File: config.mk
export PLATFORM = sky130hd
export DESIGN_NAME = load_aligner
export DESIGN_NICKNAME = d
export VERILOG_FILES = /design/src/rtl/load_aligner.sv
export SDC_FILE = /design/constraint.sdc
export NUM_CORES = 1
export LEC_CHECK = 0
export CORE_AREA = 2 2 75 77
export DETAILED_ROUTE_END_ITERATION = 10
export DIE_AREA = 0 0 77 79
export GPL_ROUTABILITY_DRIVEN = 0
export HOLD_SLACK_MARGIN = 0.05
export PLACE_DENSITY = 0.86
export SKIP_CTS_REPAIR_TIMING = 1
export SYNTH_ARGS = -nofsm -noshare
export SYNTH_HDL_FRONTEND = slang
export SYNTH_SLANG_ARGS = --single-unit
export TNS_END_PERCENT = 20
File: constraint.sdc
create_clock -name clk -period 3.86 [get_ports clk]
set_clock_uncertainty 0.05 [all_clocks]
set_input_delay 1.158 -clock clk [delete_from_list [all_inputs] [get_ports clk]]
set_output_delay 1.158 -clock clk [all_outputs]
set_load 0.05 [all_outputs]
File: src/rtl/load_aligner.sv
// RV32I load data aligner: captures a load request, waits for the memory word,
// then shifts and extends it for writeback. LOAD_ALIGNER_TIMEOUT_EN enables a WAIT timeout.
module load_aligner #(
    parameter int unsigned TIMEOUT_CYCLES = 255
) (
    input  logic        clk,
    input  logic        rst,
    input  logic        req_valid,
    output logic        req_ready,
    input  logic [2:0]  req_funct3,
    input  logic [1:0]  req_addr_lo,
    input  logic [4:0]  req_rd,
    input  logic        mem_rvalid,
    input  logic [31:0] mem_rdata,
    output logic        wb_valid,
    input  logic        wb_ready,
    output logic [31:0] wb_data,
    output logic [4:0]  wb_rd,
    output logic        misalign_err,
    output logic        timeout_err,
    output logic [1:0]  dbg_state_o
);

    // Handshakes: a transfer happens on a rising edge where valid and ready are both 1;
    // valid never depends combinationally on ready.

    typedef enum logic [1:0] {
        S_IDLE = 2'd0,
        S_WAIT = 2'd1,
        S_HOLD = 2'd2
    } state_t;

    localparam logic [2:0] F3_LB  = 3'b000;
    localparam logic [2:0] F3_LH  = 3'b001;
    localparam logic [2:0] F3_LW  = 3'b010;
    localparam logic [2:0] F3_LBU = 3'b100;
    localparam logic [2:0] F3_LHU = 3'b101;

    if (TIMEOUT_CYCLES < 1 || TIMEOUT_CYCLES > 255) begin : g_bad_timeout
        $error("load_aligner: TIMEOUT_CYCLES must be in 1..255");
    end

    state_t      state_q;
    logic [2:0]  funct3_q;
    logic [1:0]  addr_q;
    logic [4:0]  rd_q;
    logic [31:0] wb_data_q;
    logic [4:0]  wb_rd_q;
    logic        misalign_q;
    logic        req_legal;
    logic [31:0] shifted;
    logic [31:0] load_data_d;

    always_comb begin
        req_legal = 1'b0;
        case (req_funct3)
            F3_LB, F3_LBU: req_legal = 1'b1;
            F3_LH, F3_LHU: req_legal = ~req_addr_lo[0];
            F3_LW:         req_legal = (req_addr_lo == 2'b00);
            default:       req_legal = 1'b0;
        endcase
    end

    always_comb begin
        shifted     = mem_rdata >> {addr_q, 3'b000};
        load_data_d = shifted;
        case (funct3_q)
            F3_LB:   load_data_d = {{24{shifted[7]}}, shifted[7:0]};
            F3_LBU:  load_data_d = {24'h000000, shifted[7:0]};
            F3_LH:   load_data_d = {{16{shifted[15]}}, shifted[15:0]};
            F3_LHU:  load_data_d = {16'h0000, shifted[15:0]};
            default: load_data_d = shifted;
        endcase
    end

`ifdef LOAD_ALIGNER_TIMEOUT_EN
    localparam logic [7:0] TIMEOUT_LAST = 8'(TIMEOUT_CYCLES - 1);
    logic [7:0] cnt_q;
    logic       timeout_q;
`endif

    always_ff @(posedge clk or posedge rst) begin
        if (rst) begin
            state_q    <= S_IDLE;
            funct3_q   <= 3'b000;
            addr_q     <= 2'b00;
            rd_q       <= 5'd0;
            wb_data_q  <= 32'd0;
            wb_rd_q    <= 5'd0;
            misalign_q <= 1'b0;
`ifdef LOAD_ALIGNER_TIMEOUT_EN
            cnt_q      <= 8'd0;
            timeout_q  <= 1'b0;
`endif
        end else begin
            misalign_q <= 1'b0;
`ifdef LOAD_ALIGNER_TIMEOUT_EN
            timeout_q  <= 1'b0;
`endif
            case (state_q)
                S_IDLE: begin
                    if (req_valid) begin
                        funct3_q <= req_funct3;
                        addr_q   <= req_addr_lo;
                        rd_q     <= req_rd;
                        if (req_legal) begin
                            state_q <= S_WAIT;
`ifdef LOAD_ALIGNER_TIMEOUT_EN
                            cnt_q   <= 8'd0;
`endif
                        end else begin
                            misalign_q <= 1'b1;
                        end
                    end
                end
                S_WAIT: begin
                    // Data arriving on the final counted cycle still wins over the timeout.
                    if (mem_rvalid) begin
                        wb_data_q <= load_data_d;
                        wb_rd_q   <= rd_q;
                        state_q   <= S_HOLD;
                    end
`ifdef LOAD_ALIGNER_TIMEOUT_EN
                    else if (cnt_q == TIMEOUT_LAST) begin
                        timeout_q <= 1'b1;
                        state_q   <= S_IDLE;
                    end else begin
                        cnt_q <= cnt_q + 8'd1;
                    end
`endif
                end
                S_HOLD: begin
                    if (wb_ready) begin
                        state_q <= S_IDLE;
                    end
                end
                default: state_q <= S_IDLE;
            endcase
        end
    end

    assign req_ready    = (state_q == S_IDLE);
    assign wb_valid     = (state_q == S_HOLD);
    assign wb_data      = wb_data_q;
    assign wb_rd        = wb_rd_q;
    assign misalign_err = misalign_q;
    assign dbg_state_o  = state_q;
`ifdef LOAD_ALIGNER_TIMEOUT_EN
    assign timeout_err  = timeout_q;
`else
    assign timeout_err  = 1'b0;
`endif

endmodule

==> flow_metrics.tcl, run 1 <==
set metrics [dict create \
    status "complete, no violations" \
    globalRouteMet1Util 0.276 \
    slew_viol_final 0 \
    worst_slew_pin_slew_ps 1000 \
    met3_usage 0.0409 \
    min_to "wb_rd[3]" \
    fillers 445 \
    die_h_um 79 \
    setup_viol 0 \
    setup_slack_ps 931 \
    finalNonFillerCells 400 \
    cp.depth 3 \
    placed_area_um2 3380 \
    clk_pin_slew_ps 80 \
    diodes 0 \
    grt_pass1_wl_mm 10.6 \
    arrival_ps 1720 \
    cts_num_sinks 50 \
    crit_fanout 4 \
    slowest_stage "clkdlybuf4s50_1" \
    path_buf_inv 2 \
    dr.pass1.iters 4 \
    p_per_area_nw_per_um2 870 \
    ys_ff_latch 50 \
    rr_startpoint "addr_q[1]" \
    synth_nets 293 \
    final_cell_mix "clkdlybuf4s50_1, dfrtp_1, nand2_1, nor2_1, a21oi_1" \
    grt_pass1_vias 2130 \
    wl_mm 6.65 \
    fin_nets 375 \
    max-vdd-ir-drop_mv 0.537 \
    overflow 0 \
    ys_seq_area_frac 0.507 \
    num_vias 2155 \
    syn_inst 246 \
    met2_usage 0.395 \
    cap_violations 0 \
    start_kind "flip-flop" \
    final_antenna_net_count 0 \
    netlist_area_um2 2470 \
    fmax_mhz 341 \
    busiest_layer "met2" \
    seqCellArea_um2 1250 \
    hold_class "reg2reg" \
    min-delay-start "rd_q[3]" \
    yosys_warnings 0 \
    cts-buffers-inserted 5 \
    worst_r2r_endpoint "wb_data[9]" \
    path_cells "nand2b_1 -> inv_1 -> clkdlybuf4s50_1" \
    initial_core_util 0.462 \
    antenna_found_initial 0 \
    portBuffers 88 \
    core_um2 5340 \
    finalPower_uw 3010 \
    min_period_ps 2930 \
    synth_edf_count 0 \
    via_per_inst 5.39 \
    cp-end-kind "output port" \
    power_leakage_uw 0.00149 \
    drive_gt1_frac 0.0640 \
    ioPinCount 90 \
    drc 0 \
    async_reset_ff_frac 1.00 \
    multi_input_area_um2 1120 \
    cts_root_buf "clkbuf_8" \
    row_count 27 \
    cp-startpoint "dbg_state_o[0]" \
    period_share 0.759 \
    path_class "reg2out" \
    hold_viol_final 0 \
    worst_hold_path.num_cells 2 \
    tns_ps 0 \
    ctsLongestPathBuffers 2 \
    critical_path_required_ps 2650 \
    clk_latency_ps 300 \
    die_w_um 77 \
    avgSynthCellArea_um2 10.0 \
    place_hpwl_mm 4.84 \
    grt_max_degree 51 \
    dp_slack_ps 945 \
    drt_iter0_markers 172 \
    final_common_cell "clkdlybuf4s50_1" \
    dp.cells 393 \
    max_slew_margin 0.331 \
    cp_slowest_stage_delay_ps 790 \
    final_area_um2 3460 \
    ys_types 34 \
    reg2reg_setup_slack_ps 1600 \
    cts.htree.levels 2 \
    grt_util_all_layers 0.223 \
    cts_tree "built" \
    area_growth_pct 40.2 \
    cp_top_family "buffers and inverters" \
    worstRegToRegCells 4 \
    rsz0062_at_grt "no" \
    ys.flop_type "dfrtp_1" \
    die_area_um2 6080 \
    wl_per_cell_um 16.6 \
]
[worst max-delay path by stage]
stage	end	slack (ps)
after floorplan	req_ready	1330
after global placement	wb_data[19]	980
after detailed placement	wb_data[17]	950
after CTS	wb_valid	920
after global routing	wb_valid	870
final	wb_valid	930
[power by group]
group | total (uW) | switching, uW | internal, uW
logic | 1780 | 1140 | 641
clock network | 283 | 158 | 125
registers | 944 | 188 | 756
[cell usage after synthesis, types with 5 or more instances]
| master | instances | area share |
|---|---|---|
| o211ai_1 | 8 | 0.024 |
| o21ai_0 | 8 | 0.016 |
| mux2_1 | 12 | 0.055 |
| nand2_1 | 42 | 0.064 |
| dfrtp_1 | 50 | 0.51 |
| a22o_1 | 7 | 0.025 |
| a21oi_1 | 22 | 0.045 |
| nor2_1 | 23 | 0.035 |
| buf_2 | 5 | 0.010 |
| clkbuf_1 | 6 | 0.0091 |
| o22a_1 | 8 | 0.028 |
| mux2i_1 | 17 | 0.069 |
[metrics by stage]
step / utilization / hold WS [ps]
2_1_floorplan: - / 382
3_3_place_gp: 0.633 / 392
3_5_place_dp: 0.633 / 399
4_1_cts: 0.648 / 419
5_1_grt: 0.648 / 452
6_report: 0.648 / 417
[logic make-up after synthesis]
logic type | count (synthesis) | synth area share
simple gates | 76 | 0.128
buf+inv | 21 | 0.0406
other cells | 1 | 0.00152
flops | 50 | 0.507
compound gates | 64 | 0.171
mux | 34 | 0.151
[worst register-to-register path, cell delays in order (launching register included)]
cell and delay (ps):
dfrtp_1 980, mux4_2 630, nand2b_1 130, a21oi_2 120
a22o_1 250
[final cells by class]
type	count	area share
sequential	50	0.362
multi-input combinational	175	0.323
timing repair buffer	91	0.261
tap	72	0.0261
clock buffer	7	0.0221
inverter	5	0.00543
[registers in the layout, summed over array words and instances, names as in the netlist]
register / cells
wb_data: 32
funct3_q: 3
misalign_err: 1
dbg_state_o: 2
addr_q: 2
rd_q: 5
wb_rd: 5
[routing by layer]
layer / vias up / routed length [um]
li1: 1021 / -
met1: 1040 / 2720
met2: 82 / 3380
met3: 12 / 415
met4: 0 / 134
met5: - / 0
Power figures use the tool's default switching activity.
==> inputs of run 2 (changes only) <==
CORE_AREA = 2 2 82 84   (was 2 2 75 77)
DIE_AREA = 0 0 84 86   (was 0 0 77 79)
PLACE_DENSITY = 0.76   (was 0.86)
clock period = 2.6 ns   (was 3.86 ns; I/O delays follow)
==> run 2 against run 1 <==
Net effect:
- sequential share of layout area shrank 0.73 points
- first-iteration DRC count grew 12%
- die area grew 19%
- utilization shrank 8.6 points
- power grew 50%
- count of clock-buffer cells in the layout is the same
- register-to-register slack lost 1100 ps
- largest cell class unchanged
==> flow_metrics.tcl, run 2 (synthesis results as in run 1) <==
set metrics [dict create \
    fmax_mhz 404 \
    path_class "reg2out" \
    place_hpwl_mm 5.10 \
    drive_gt1_frac 0.0781 \
    power_leakage_uw 0.00154 \
    cts-buffers-inserted 5 \
    crit_end "req_ready" \
    p_per_area_nw_per_um2 1280 \
    wl_mm 6.84 \
    grt_util_all_layers 0.195 \
    max_slew_margin 0.498 \
    clk_pin_slew_ps 80 \
    area_growth_pct 43.1 \
    worstRegToRegCells 4 \
    drc 0 \
    portBuffers 88 \
    grt_pass1_vias 2158 \
    cp-end-kind "output port" \
    row_count 29 \
    worst_r2r_endpoint "wb_data[8]" \
    finalPower_uw 4510 \
    reg2reg_setup_slack_ps 540 \
    status "complete, no violations" \
    die_area_um2 7220 \
    arrival_ps 1640 \
    drt_iter0_markers 193 \
    tns_ps 0 \
    start_kind "flip-flop" \
    clk_latency_ps 290 \
    crit_fanout 4 \
    cp-startpoint "dbg_state_o[0]" \
    largest_register_ff_count 32 \
    core_um2 6280 \
    cts.htree.levels 2 \
    period_share 0.952 \
    met1_length_mm 2.99 \
    diodes 0 \
    hold_viol_final 0 \
    dp_slack_ps 182 \
    rsz0062_at_grt "no" \
    dr.pass1.iters 5 \
    grt_max_degree 51 \
    grt_pass1_wl_mm 11.1 \
    min_period_ps 2470 \
    fin_nets 380 \
    dr_wl_met2_mm 3.31 \
    num_vias 2146 \
    setup_slack_ps 126 \
    overflow 0 \
    cts_num_sinks 50 \
    wl_per_cell_um 16.7 \
    antenna_found_initial 0 \
    critical_path_required_ps 1770 \
    final_antenna_net_count 0 \
    die_h_um 86 \
    highest_layer "met4" \
    setup_viol 0 \
    cts_root_buf "clkbuf_8" \
    cts_tree "built" \
    cap_violations 0 \
    ctsLongestPathBuffers 2 \
    final_core_utilization 0.562 \
    rr_startpoint "addr_q[0]" \
    slew_viol_final 0 \
    initial_core_util 0.393 \
    ioPinCount 90 \
    worst_slew_pin_slew_ps 753 \
    met3_length_um 460 \
    final_common_cell "clkdlybuf4s50_1" \
    fillers 544 \
    die_w_um 84 \
    final_cell_mix "clkdlybuf4s50_1, dfrtp_1, nand2_1, nor2_1, a21oi_1" \
    hold_class "reg2reg" \
    via_per_inst 5.23 \
    max-vdd-ir-drop_mv 0.728 \
]
run 2: worst min path at each step:
stage,start,endpoint,cells past startpoint
2_1_floorplan,rd_q[0],wb_rd[0],2
3_3_place_gp,rd_q[4],wb_rd[4],2
3_5_place_dp,rd_q[2],wb_rd[2],2
4_1_cts,rd_q[0],wb_rd[0],2
5_1_grt,rd_q[0],wb_rd[0],2
6_report,rd_q[0],wb_rd[0],2
run 2: metrics by stage:
step	hold slack [ps]	area [um^2]	cells
after floorplan	382	2470	246
after global placement	393	3450	403
after detailed placement	401	3450	403
after CTS	421	3530	410
after global routing	433	3530	410
final	415	3530	410
run 2: where the power goes:
group | switching [uW] | internal [uW]
sequential | 279 | 1120
clock | 237 | 186
combinational | 1700 | 981
run 2: worst max-delay path, stage by stage (launching register included):
cell	delay (ps)
dfrtp_1	410
nor2_1	130
clkdlybuf4s50_1	810
run 2: routing by layer:
layer	global-route usage	up-vias
met5	0	-
met4	0.0587	0
met3	0.0452	4
met2	0.316	90
met1	0.263	1025
li1	-	1027
run 2: area by class of cell:
type,instances,area [um^2],area share
sequential,50,1250,0.355
multi-input combinational,175,1120,0.317
timing repair buffer,96,968,0.274
tap,77,96.3,0.0273
clock buffer,7,76.3,0.0216
inverter,5,18.8,0.00532
